[src/rtl/ps2_pkg.sv]
// ps2_pkg: shared constants, frame state encoding and helpers for the
// PS/2 receive controller.
// Ports: none (package).
package ps2_pkg;

  localparam logic [7:0] PS2_PREFIX_EXT = 8'hE0;
  localparam logic [7:0] PS2_PREFIX_BRK = 8'hF0;
  localparam int         PS2_FRAME_BITS = 11;
  // start + parity + stop surround the data bits
  localparam int         PS2_DATA_BITS  = PS2_FRAME_BITS - 3;

  typedef enum logic [1:0] {
    IDLE   = 2'd0,
    DATA   = 2'd1,
    PARITY = 2'd2,
    STOP   = 2'd3
  } frame_state_t;

  // PS/2 uses odd parity: data bits plus parity bit hold an odd number of ones
  function automatic logic odd_parity_ok(input logic [7:0] d, input logic p);
    return ^{d, p};
  endfunction

endpackage

[src/rtl/ps2_rx_ctrl_if.sv]
// ps2_rx_ctrl_if: scan-code event channel (valid/ready holding register).
// Signals: code[7:0], code_ext, code_brk, code_valid from the controller;
//          code_ready from the consumer.
interface ps2_rx_ctrl_if;
  logic [7:0] code;
  logic       code_ext;
  logic       code_brk;
  logic       code_valid;
  logic       code_ready;

  modport master (output code, code_ext, code_brk, code_valid, input code_ready);
  modport slave  (input code, code_ext, code_brk, code_valid, output code_ready);
endinterface

[src/rtl/ps2_sync_edge.sv]
// ps2_sync_edge: 2-FF synchronisers for the raw PS/2 clock and data lines
// plus a registered falling-edge detector on the synced clock.
// Ports: clk, rst (sync, active-high), kbclk/kbdata (async pins),
//        fe (one-cycle falling-edge strobe), data (synced data aligned to fe).
module ps2_sync_edge (
  input  logic clk,
  input  logic rst,
  input  logic kbclk,
  input  logic kbdata,
  output logic fe,
  output logic data
);

  logic clk_s1, clk_s2, clk_prev;
  logic dat_s1, dat_s2;

  // data is registered alongside fe so the sampled bit lines up with the strobe
  always_ff @(posedge clk) begin
    if (rst) begin
      clk_s1   <= 1'b0;
      clk_s2   <= 1'b0;
      clk_prev <= 1'b0;
      dat_s1   <= 1'b0;
      dat_s2   <= 1'b0;
      fe       <= 1'b0;
      data     <= 1'b0;
    end else begin
      clk_s1   <= kbclk;
      clk_s2   <= clk_s1;
      clk_prev <= clk_s2;
      dat_s1   <= kbdata;
      dat_s2   <= dat_s1;
      fe       <= clk_prev & ~clk_s2;
      data     <= dat_s2;
    end
  end

endmodule

[src/rtl/ps2_rx_ctrl.sv]
// ps2_rx_ctrl: host-side PS/2 keyboard receiver. Frames 11-bit packets with
// start/parity/stop checks and an inter-edge watchdog, folds E0/F0 prefixes
// into single events and presents them through a valid/ready holding register.
// Ports: clk, rst (sync, active-high), kbclk/kbdata (raw pins),
//        evt (event channel, master side), frame_err (error pulse),
//        overrun (dropped-event pulse), busy (frame in progress).
//
// state  | meaning
// IDLE   | waiting for a start bit (fe with data 0)
// DATA   | shifting in 8 data bits, LSB first
// PARITY | waiting for the parity bit
// STOP   | waiting for the stop bit, then check and emit
module ps2_rx_ctrl
  import ps2_pkg::*;
#(
  parameter int TIMEOUT_CYCLES = 50000
) (
  input  logic            clk,
  input  logic            rst,
  input  logic            kbclk,
  input  logic            kbdata,
  ps2_rx_ctrl_if.master   evt,
  output logic            frame_err,
  output logic            overrun,
  output logic            busy
);

  localparam int            CW      = $clog2(TIMEOUT_CYCLES);
  localparam logic [CW-1:0] TO_LAST = CW'(TIMEOUT_CYCLES - 1);
  localparam logic [2:0]    BIT_LAST = 3'(PS2_DATA_BITS - 1);

  logic fe, kd;

  ps2_sync_edge u_sync (
    .clk    (clk),
    .rst    (rst),
    .kbclk  (kbclk),
    .kbdata (kbdata),
    .fe     (fe),
    .data   (kd)
  );

  frame_state_t  state, state_n;
  logic [2:0]    bit_cnt;
  logic [7:0]    shreg;
  logic          par_bit;
  logic [CW-1:0] to_cnt;
  logic          ext_f, brk_f;
  logic          byte_emit, stop_err, to_hit, evt_new;

  always_comb begin
    state_n   = state;
    byte_emit = 1'b0;
    stop_err  = 1'b0;
    to_hit    = 1'b0;
    case (state)
      IDLE:   if (fe && !kd) state_n = DATA;
      DATA:   if (fe && bit_cnt == BIT_LAST) state_n = PARITY;
      PARITY: if (fe) state_n = STOP;
      STOP: begin
        if (fe) begin
          state_n = IDLE;
          if (kd && odd_parity_ok(shreg, par_bit)) byte_emit = 1'b1;
          else                                     stop_err  = 1'b1;
        end
      end
      default: state_n = IDLE;
    endcase
    // watchdog: an fe in the same cycle wins over the timeout
    if (state != IDLE && !fe && to_cnt == TO_LAST) begin
      to_hit  = 1'b1;
      state_n = IDLE;
    end
  end

  assign evt_new = byte_emit && shreg != PS2_PREFIX_EXT && shreg != PS2_PREFIX_BRK;
  assign busy    = (state != IDLE);

  always_ff @(posedge clk) begin
    if (rst) begin
      state     <= IDLE;
      bit_cnt   <= 3'd0;
      shreg     <= 8'd0;
      par_bit   <= 1'b0;
      to_cnt    <= '0;
      frame_err <= 1'b0;
    end else begin
      state     <= state_n;
      frame_err <= stop_err | to_hit;
      if (fe) begin
        case (state)
          IDLE:   bit_cnt <= 3'd0;
          DATA: begin
            shreg   <= {kd, shreg[7:1]};
            bit_cnt <= bit_cnt + 3'd1;
          end
          PARITY: par_bit <= kd;
          default: ;
        endcase
      end
      if (state == IDLE || fe)  to_cnt <= '0;
      else if (to_cnt != TO_LAST) to_cnt <= to_cnt + CW'(1);
    end
  end

  // prefix flags survive frame errors and timeouts; only a real event clears them
  always_ff @(posedge clk) begin
    if (rst) begin
      ext_f <= 1'b0;
      brk_f <= 1'b0;
    end else if (byte_emit) begin
      if (shreg == PS2_PREFIX_EXT)      ext_f <= 1'b1;
      else if (shreg == PS2_PREFIX_BRK) brk_f <= 1'b1;
      else begin
        ext_f <= 1'b0;
        brk_f <= 1'b0;
      end
    end
  end

  always_ff @(posedge clk) begin
    if (rst) begin
      evt.code       <= 8'd0;
      evt.code_ext   <= 1'b0;
      evt.code_brk   <= 1'b0;
      evt.code_valid <= 1'b0;
      overrun        <= 1'b0;
    end else begin
      overrun <= 1'b0;
      if (evt_new) begin
        if (!evt.code_valid || evt.code_ready) begin
          evt.code       <= shreg;
          evt.code_ext   <= ext_f;
          evt.code_brk   <= brk_f;
          evt.code_valid <= 1'b1;
        end else begin
          overrun <= 1'b1;
        end
      end else if (evt.code_ready) begin
        evt.code_valid <= 1'b0;
      end
    end
  end

endmodule
[src/flat_wrapper.sv]
// flat-port wrapper written by rule: the top's interface ports become plain ports
module ps2_rx_ctrl_flat import ps2_pkg::*;
#(
  parameter int TIMEOUT_CYCLES = 50000
)
  (clk, rst, kbclk, kbdata, frame_err, overrun, busy, evt_code, evt_code_ext, evt_code_brk, evt_code_valid, evt_code_ready);
  ps2_rx_ctrl_if evt_i ();
  input  logic clk;
  input  logic rst;
  input  logic kbclk;
  input  logic kbdata;
  output logic frame_err;
  output logic overrun;
  output logic busy;
  output wire logic [$bits(evt_i.code)-1:0] evt_code;
  output wire logic [$bits(evt_i.code_ext)-1:0] evt_code_ext;
  output wire logic [$bits(evt_i.code_brk)-1:0] evt_code_brk;
  output wire logic [$bits(evt_i.code_valid)-1:0] evt_code_valid;
  input wire logic [$bits(evt_i.code_ready)-1:0] evt_code_ready;
  assign evt_code = evt_i.code;
  assign evt_code_ext = evt_i.code_ext;
  assign evt_code_brk = evt_i.code_brk;
  assign evt_code_valid = evt_i.code_valid;
  assign evt_i.code_ready = evt_code_ready;
  ps2_rx_ctrl #(.TIMEOUT_CYCLES(TIMEOUT_CYCLES)) u_core (.clk(clk), .rst(rst), .kbclk(kbclk), .kbdata(kbdata), .evt(evt_i), .frame_err(frame_err), .overrun(overrun), .busy(busy));
endmodule
[config.mk]
export PLATFORM = sky130hd
export DESIGN_NAME = ps2_rx_ctrl_flat
export DESIGN_NICKNAME = d
export VERILOG_FILES = /design/src/rtl/ps2_pkg.sv /design/src/rtl/ps2_rx_ctrl_if.sv /design/src/rtl/ps2_sync_edge.sv /design/src/rtl/ps2_rx_ctrl.sv /design/src/flat_wrapper.sv
export SDC_FILE = /design/constraint.sdc
export NUM_CORES = 1
export LEC_CHECK = 0
export ABC_AREA = 1
export ABC_CLOCK_PERIOD_IN_PS = 4100
export BUFFER_PORTS_ARGS = -buffer_cell sky130_fd_sc_hd__buf_2
export CAP_MARGIN = 0
export CORE_ASPECT_RATIO = 1.75
export CORE_MARGIN = 10
export CORE_UTILIZATION = 44
export CTS_BUF_LIST = sky130_fd_sc_hd__clkbuf_4 sky130_fd_sc_hd__clkbuf_8 sky130_fd_sc_hd__clkbuf_16
export CTS_CLUSTER_SIZE = 16
export DETAILED_ROUTE_END_ITERATION = 12
export PLACE_DENSITY_LB_ADDON = 0.1
export RECOVER_POWER = 25
export SLEW_MARGIN = 20
export SYNTH_ARGS = -nofsm -noshare
export SYNTH_HDL_FRONTEND = slang
export SYNTH_HIERARCHICAL = 1
export SYNTH_SLANG_ARGS = --single-unit
export TNS_END_PERCENT = 20
[constraint.sdc]
create_clock -name clk -period 4.1 [get_ports clk]
set_input_delay 0.82 -clock clk [delete_from_list [all_inputs] [get_ports clk]]
set_output_delay 0.82 -clock clk [all_outputs]
set_load 0.005 [all_outputs]
==> results.cfg, run 1 <==
[outcome]
status = finished clean

[floorplan]
core_area_sq_um = 5300
die_h_um = 118
die_area_sq_um = 8940
io_pins = 19
rows = 35
die_x_um = 75.9
initial_core_util_pct = 45.4

[timing]
rsz0062_at_grt = false
fin_crit_ps = 2390
finClkSkew_ps = 8.93
slew_headroom_pct = 59.5
hold_viol = 0
worst_pin_slew_ps = 607
drv_slew = 0
period_share_pct = 58.4
timing.fmax_mhz = 418
setup_violations = 0
setup-tns-final_ps = 0

[yosys]
synth_cell_types = 32
synthCells = 330
synth_top_area_share_pct = 43.3
synth_area_leaders = dfxtp_1 43%, nand2_1 11%, inv_1 6.9%
syn_area_per_cell_sq_um = 7.29
async_flop_share_pct = 0
syn_nets = 342
yosysTopAreaCell = dfxtp_1
synthesis.area_sq_um = 2400
synth_flop_cell = dfxtp_1
ys_seq_area_share_pct = 43.3
yosysMostFrequentCell = nand2_1
ys_top_cells_by_count = 68 x nand2_1, 52 x dfxtp_1, 44 x inv_1
synth_edf_count = 0
yosysWarnings = 6
yosys_register_bits = 52

[layout]
multi_input_area_sq_um = 1160
stdcell_count = 423
n_antenna_cell = 0
n_fill_cell = 550
syn_to_final_growth_pct = 9.94
regArea_sq_um = 1040
drive_gt1_share_pct = 9.74
final_nets = 360

[global_routing]
grt_overflow = 0
antenna_found_initial = 0
grt_pass1_vias = 1944
grt_use_total_pct = 11.8
grt_first_pass_wirelength_um = 8520
grt_max_degree = 23

[clock_tree]
cts_root_buf = clkbuf_8
cts_setup_buffers = 0
clk_path_buf_depth = 2
cts_made_buffers = 5
hold_buffers = 0
cts_tree = built
clock-sinks = 52
h-tree-depth = 2
cts.repair.resized = 0
clk_latency_ps = 310
cts.reportedPaths.clkPinSlew_ps = 90

[hold_path]
min_path_type = register to register

[placement]
hpwl_um = 3850
gp_congestion = 0.856
dp.cells = 415
numPortBuffers = 18

[detailed_routing]
vias = 2140
drc_errors = 0
drt-vias-per-instance = 5.06
wire_per_inst_um = 12.1
drt_pass1_iterations = 4
drt-initial-drc-count = 222
antenna_left = 0
drt_wl_total_um = 5100

[critical_path]
endpoint_kind = register
cp_max_fo = 22
cp.arrival_ps = 2590
critPathKind = input port to register
crit_path_start_kind = input port
r2r_slack_ps = 2150
crit_required_ps = 4300

[pwr]
ir_drop_v = 0.000283
p_per_area_nw_per_um2 = 362
p_leak_uw = 0.00108

[flow_run]
cap_violations = 0
==> per-layer routing <==
| layer | track usage, % | vias to the layer above | routed length, um |
|---|---|---|---|
| li1 | - | 1110 | - |
| met1 | 12.7 | 978 | 2100 |
| met2 | 19.9 | 39 | 2660 |
| met3 | 2.45 | 13 | 169 |
| met4 | 6.78 | 0 | 174 |
| met5 | 0 | - | 0 |
==> metrics by stage <==
step / util [%] / cell area (sq um) / setup WS [ps] / power [uW] / hold slack, ps
after global placement: 48.2 / 2550 / 1680 / 657 / 392
after detailed placement: 48.2 / 2550 / 1640 / 659 / 396
after global routing: 49.9 / 2640 / 1470 / 1010 / 428
after floorplan: - / 2400 / 2380 / 627 / 388
final: 49.9 / 2640 / 1710 / 958 / 406
after CTS: 50.0 / 2650 / 1950 / 974 / 410
==> power by group <==
part	total (uW)	switching, uW	leakage (uW)	internal, uW
clock	312	173	0.0000516	138
combinational	117	76.0	0.000604	40.7
sequential	530	12.4	0.000420	517
==> cells in the final DEF, fill, tap and decap left out, types with 6 or more instances in the layout <==
cell type / count
clkbuf_8: 6
o21ai_0: 19
inv_1: 44
ha_1: 7
a21oi_1: 30
nand3_1: 12
buf_2: 14
nor2_1: 43
dfxtp_1: 52
nand2_1: 68
nand4_1: 17
==> worst paths after layout <==
kind / startpoint / to / depth (start not counted)
max: rst / u_core/to_cnt[13] / 6
min: u_core/u_sync/dat_s2 / u_core/u_sync/data / 2
min reg2reg: u_core/u_sync/dat_s2 / u_core/u_sync/data / 2
max reg2reg: u_core/shreg[0] / u_core/ext_f / 7
==> sequential cells by signal (all words and copies together) (netlist names) <==
register	cells
u_core/bit_cnt	3
u_core/evt.code_brk	1
u_core/u_sync/dat_s2	1
u_core/frame_err	1
u_core/evt.code	8
u_core/u_sync/clk_prev	1
u_core/u_sync/dat_s1	1
u_core/u_sync/data	1
u_core/overrun	1
u_core/u_sync/fe	1
u_core/u_sync/clk_s2	1
u_core/to_cnt	16
u_core/par_bit	1
u_core/evt.code_ext	1
u_core/brk_f	1
u_core/u_sync/clk_s1	1
u_core/ext_f	1
u_core/evt.code_valid	1
u_core/shreg	8
u_core/state	2
==> area by class of cell <==
type / count / area share [%]
inverter: 46 / 6.53
sequential: 52 / 39.4
multi-input combinational: 225 / 43.7
clock buffer: 6 / 3.12
timing repair buffer: 18 / 3.22
tap: 74 / 3.50
clock inverter: 2 / 0.521
==> worst max-delay path, cell delays in order <==
cell,delay (ps)
clkbuf_1,450
inv_1,480
nand2_1,510
inv_1,160
o21ai_0,120
a21oi_1,60
==> logic make-up (layout without fill, tap and decap cells) <==
| group | after synthesis | count (layout) | share of synthesized area, % |
|---|---|---|---|
| fa+ha+maj | 7 | 7 | 3.64 |
| flops | 52 | 52 | 43.3 |
| buf+inv | 53 | 72 | 8.64 |
| simple gates | 158 | 158 | 30.6 |
| xor+xnor | 5 | 5 | 1.82 |
| compound gates | 55 | 55 | 12.0 |
No activity file was read; power rests on OpenSTA's default activity.
==> run 2: changes to the inputs <==
--- a/config.mk
+++ b/config.mk
@@ -6,7 +6,7 @@
 export NUM_CORES = 1
 export LEC_CHECK = 0
 export ABC_AREA = 1
-export ABC_CLOCK_PERIOD_IN_PS = 4100
+export ABC_CLOCK_PERIOD_IN_PS = 2150
 export BUFFER_PORTS_ARGS = -buffer_cell sky130_fd_sc_hd__buf_2
 export CAP_MARGIN = 0
 export CORE_ASPECT_RATIO = 1.75
==> constraint.sdc (replaced) <==
create_clock -name clk -period 2.15 [get_ports clk]
set_input_delay 0.43 -clock clk [delete_from_list [all_inputs] [get_ports clk]]
set_output_delay 0.43 -clock clk [all_outputs]
set_load 0.005 [all_outputs]
==> results.cfg, run 2 (same netlist as run 1, synthesis figures left out) <==
[clock_tree]
cts_setup_buffers = 0
h-tree-depth = 2
clock-sinks = 52
cts_made_buffers = 5
clk_path_buf_depth = 2
hold_buffers = 0
cts_root_buf = clkbuf_8
cts.reportedPaths.clkPinSlew_ps = 90
cts.repair.resized = 0
cts_tree = built
clk_latency_ps = 300

[timing]
finClkSkew_ps = 8.52
rsz0062_at_grt = false
setup_violations = 0
worst_pin_slew_ps = 610
drv_slew = 0
slew_headroom_pct = 59.3
setup_slack_ps = 387
setup-tns-final_ps = 0
hold_viol = 0
fin_crit_ps = 1760
period_share_pct = 82.0
timing.fmax_mhz = 567

[pwr]
ir_drop_v = 0.000399
p_leak_uw = 0.00106
p_per_area_nw_per_um2 = 674

[outcome]
status = finished clean

[placement]
gp_congestion = 0.827
postPlaceCellArea_sq_um = 2570
place_ws_ps = 398
numPortBuffers = 18
hpwl_um = 3880

[floorplan]
initial_core_util_pct = 45.4
die_x_um = 75.9
rows = 35
die_h_um = 118
core_area_sq_um = 5300
die_area_sq_um = 8940
io_pins = 19

[global_routing]
grt_use_total_pct = 12.1
antenna_found_initial = 0
grt_overflow = 0
grt_first_pass_wirelength_um = 8710
grt_pass1_vias = 2020
grt_max_degree = 22

[critical_path]
ff2ff_path_depth = 7
crit_path_start_kind = register
crit_required_ps = 2330
endpoint_kind = register
critPathKind = register to register
cp.arrival_ps = 1940
cp_max_fo = 5

[layout]
multi_input_area_sq_um = 1160
mostFrequentLayoutCells = 68 x nand2_1, 52 x dfxtp_1, 44 x inv_1
final_nets = 363
n_antenna_cell = 0
n_fill_cell = 559
final_common_cell = nand2_1
largest_register = u_core/to_cnt
drive_gt1_share_pct = 9.12
syn_to_final_growth_pct = 10.1
top_regs = u_core/to_cnt: 16 flops, u_core/evt.code: 8 flops, u_core/shreg: 8 flops
regArea_sq_um = 1040
largest_register_ffs = 16
design_area_sq_um = 2650

[flow_run]
cap_violations = 0

[detailed_routing]
drt_wl_total_um = 5040
drt-vias-per-instance = 4.93
vias = 2095
drc_errors = 0
antenna_left = 0
drt_pass1_iterations = 5
wire_per_inst_um = 11.9
drt-initial-drc-count = 111

[hold_path]
holdPathStages = 3
min_path_type = input port to register
==> run 2: path summary, 6_finish.rpt <==
kind	startpoint	end	slack [ps]
max	u_core/to_cnt[0]	u_core/to_cnt[14]	390
min	kbdata	u_core/u_sync/dat_s1	330
max reg2reg	u_core/to_cnt[0]	u_core/to_cnt[14]	390
min reg2reg	u_core/u_sync/dat_s1	u_core/u_sync/dat_s2	400
==> run 2: metrics by stage <==
stage / util [%] / cells / total power (uW) / hold WS, ps
detailed placement: 48.6 / 418 / 1260 / 393
global route: 50.0 / 425 / 1890 / 314
finish: 50.0 / 425 / 1780 / 326
global placement: 48.6 / 418 / 1260 / 390
CTS: 50.2 / 425 / 1820 / 313
floorplan: - / 330 / 1200 / 388
==> run 2: report_power, final <==
group / internal, uW / switching [uW] / total, uW
clock network: 227 / 321 / 548
logic: 79.7 / 148 / 228
registers: 987 / 22.1 / 1010
==> run 2: critical path: stages (launching register included) <==
cell and delay (ps):
dfxtp_1 390, ha_1 200, nand3_1 150, nor3_1 330, nand4_1 200, nor2_1 160, and3_1 160, nor3_1 40
==> run 2: routing by layer <==
layer | up-vias | routed length (um) | global-route usage, %
met1 | 941 | 2020 | 11.7
met4 | 0 | 148 | 6.54
met5 | - | 0 | 0
li1 | 1111 | - | -
met3 | 11 | 192 | 2.70
met2 | 32 | 2680 | 22.0
==> run 2: area by class of cell <==
class / count / area share [%]
Clock inverter: 2 / 0.614
Sequential cell: 52 / 39.3
Inverter: 46 / 6.52
Multi-Input combinational cell: 225 / 43.7
Timing Repair Buffer: 21 / 3.78
Tap cell: 74 / 3.50
Clock buffer: 5 / 2.60
==> run 3: changes to the inputs <==
--- a/config.mk
+++ b/config.mk
@@ -5,8 +5,8 @@
 export SDC_FILE = /design/constraint.sdc
 export NUM_CORES = 1
 export LEC_CHECK = 0
-export ABC_AREA = 1
-export ABC_CLOCK_PERIOD_IN_PS = 2150
+export ABC_AREA = 0
+export ABC_CLOCK_PERIOD_IN_PS = 1700
 export BUFFER_PORTS_ARGS = -buffer_cell sky130_fd_sc_hd__buf_2
 export CAP_MARGIN = 0
 export CORE_ASPECT_RATIO = 1.75
==> constraint.sdc (replaced) <==
create_clock -name clk -period 1.7 [get_ports clk]
set_input_delay 0.34 -clock clk [delete_from_list [all_inputs] [get_ports clk]]
set_output_delay 0.34 -clock clk [all_outputs]
set_load 0.005 [all_outputs]
==> results.cfg, run 3 <==
[timing]
finClkSkew_ps = 6.70
slew_headroom_pct = 72.9
fin_crit_ps = 1770
setup_violations = 12
timing.fmax_mhz = 567
setup_slack_ps = -65.1
period_share_pct = 104
worst_pin_slew_ps = 406
rsz0062_at_grt = true
hold_viol = 0
drv_slew = 0

[clock_tree]
cts_made_buffers = 5
cts_tree = built
cts_root_buf = clkbuf_8
h-tree-depth = 2
clk_latency_ps = 300
clock-sinks = 52
cts.reportedPaths.clkPinSlew_ps = 90
clk_path_buf_depth = 2

[critical_path]
startpoint = u_core/shreg[3]
crit_required_ps = 1920
crit_chain = buf_6 -> xnor2_2 -> xnor3_2 -> buf_6 -> mux2_4 -> a311oi_2
r2r_slack_ps = -70
crit_path_start_kind = register
max_stage_delay_ps = 420
cp_top_family = XOR/XNOR gates
cp.arrival_ps = 1980
r2r_start = u_core/shreg[3]
crit_buf_inv = 2
reg2reg_to = u_core/brk_f
critPathKind = register to register
endpoint_kind = register
ff2ff_path_depth = 6
crit_slowest_cell = xnor3_2
crit_top_cell = buf_6
cp_max_fo = 5

[detailed_routing]
drc_errors = 0
vias = 1949
drt-initial-drc-count = 91
wire_per_inst_um = 13.0
antenna_left = 0
drt-vias-per-instance = 5.01
drt_pass1_iterations = 4
drt_wl_total_um = 5040

[global_routing]
grt_use_met3_pct = 2.91
grt_first_pass_wirelength_um = 8840
gr-max-usage-layer = met2
globalRouteMet2Util_pct = 22.8
grt_pass1_vias = 2002
grt_use_total_pct = 11.7
grt_overflow = 0
grtUsageMet1_pct = 10.6
grt_max_degree = 46
antenna_found_initial = 0

[pwr]
netSwitchingPower_uw = 577
swShare_pct = 24.8
p_leak_uw = 0.00116
p_per_area_nw_per_um2 = 761
ir_drop_v = 0.000452
pwr-share-seq_pct = 54.5
pwr-share-comb_pct = 13.2
clkPwrFrac_pct = 32.2
intPower_uw = 1750
fin_total_pwr_uw = 2330

[flow_run]
cap_violations = 0

[layout]
largest_register = u_core/to_cnt
top_regs = u_core/to_cnt: 16 flops, u_core/evt.code: 8 flops, u_core/shreg: 8 flops
final_nets = 326
design_area_sq_um = 3060
n_antenna_cell = 0
mostFrequentLayoutCells = 46 x dfxtp_1, 36 x buf_4, 26 x nand2_1
drive_gt1_share_pct = 28.9
final_common_cell = dfxtp_1
largest_register_ffs = 16
syn_to_final_growth_pct = 26.4
n_fill_cell = 508

[yosys]
yosys_register_bits = 52
synth_top_area_share_pct = 43.0
yosysTopAreaCell = dfxtp_1
syn_nets = 270
synth_cell_types = 49
muxShareOfSynthArea_pct = 5.84
yosysMostFrequentCell = dfxtp_1
synth_top_family_by_area = simple AND/OR/NAND/NOR gates
synthAdderAreaFrac_pct = 3.62
synthesis.area_sq_um = 2420
synth_edf_count = 0
async_flop_share_pct = 0
synthSimpleGateAreaFrac_pct = 26.9
synth_area_leaders = dfxtp_1 43%, nand2b_1 5.4%, mux2i_1 5.4%
synthCells = 258
synth_flop_cell = dfxtp_1
synth_compound_area_share_pct = 10.2
syn_area_per_cell_sq_um = 9.38
yosysWarnings = 6
ys_seq_area_share_pct = 43.0
synth-xor-area-share_pct = 7.96
ys_top_cells_by_count = 52 x dfxtp_1, 26 x nand2_1, 21 x nand2b_1

[floorplan]
die_area_sq_um = 8980
core_area_sq_um = 5300
io_pins = 19
die_x_um = 76.1
initial_core_util_pct = 45.7
rows = 35
die_h_um = 118

[hold_path]
holdPathStages = 2
min_path_type = input port to register
min_to = u_core/u_sync/dat_s1
min_from = kbdata

[placement]
hpwl_um = 3760
gp_congestion = 0.762
postPlaceCellArea_sq_um = 2840
numPortBuffers = 18

[outcome]
status = finished with violations
failed_checks = setup timing
## run 3: cell types whose count changed after synthesis, moves of 13 or more
cell | previous run | this run
nand2_1 | 68 | 26
inv_1 | 44 | 6
nor2_1 | 43 | 18
nand2b_1 | 0 | 21
o21ai_0 | 19 | 4
a21oi_1 | 30 | 16
mux2i_1 | 0 | 13
## run 3: how the worst max path moves through the flow
| stage | endpoint | slack [ps] | cells past startpoint |
|---|---|---|---|
| 3_5_place_dp | u_core/brk_f | -80 | 6 |
| 6_report | u_core/brk_f | -70 | 6 |
| 2_1_floorplan | u_core/state[1] | -60 | 4 |
| 4_1_cts | u_core/brk_f | -50 | 5 |
| 3_3_place_gp | u_core/brk_f | -90 | 6 |
| 5_1_grt | u_core/brk_f | -140 | 6 |
## run 3: cell families after synthesis
family	Yosys count
muxes	14
DFF	52
and+or+nand+nor	115
buffers and inverters	15
adders and majority gates	7
xor gates and xnor gates	17
AOI/OAI and AO/OA	38
## run 3: final cells by class
cell class	count	area, sq um	area share, %
sequential	52	1050	34.3
timing repair buffer	58	410	13.4
inverter	6	22.5	0.736
tap	74	92.6	3.03
multi-input combinational	191	1390	45.3
clock buffer	8	97.6	3.19
## run 3: metrics by stage
stage	setup TNS (ps)	instances	hold WS (ps)	utilization (%)	worst slack, ps
floorplan	-271	258	401	-	-59.3
global placement	-638	375	414	53.6	-87.1
detailed placement	-831	375	424	53.6	-82.2
CTS	-135	383	235	56.2	-45.6
global route	-1340	389	259	57.7	-138
finish	-180	389	244	57.7	-65.1
## run 3: power groups by stage
stage | Clock [uW] | Sequential (uW) | Combinational, uW
after floorplan | 0 | 1300 | 197
after global placement | 0 | 1300 | 307
after detailed placement | 0 | 1300 | 307
after CTS | 773 | 1270 | 310
after global routing | 830 | 1270 | 362
final | 751 | 1270 | 308
## run 3: timing repair
item / in CTS / in global routing
setup buffers: 0 / 6
pin swaps: 2 / 6
endpoints found under the setup margin: 15 / 20
hold buffers: 0 / 0
endpoints found under the hold margin: 0 / 0
gates cloned: 0 / 0
resized for setup: 8 / 13
## run 3: routing by layer
| metal | vias up | part of all wire (%) |
|---|---|---|
| met1 | 905 | 37 |
| met4 | 0 | 3.0 |
| li1 | 1014 | - |
| met3 | 9 | 2.9 |
| met5 | - | 0 |
| met2 | 21 | 57 |
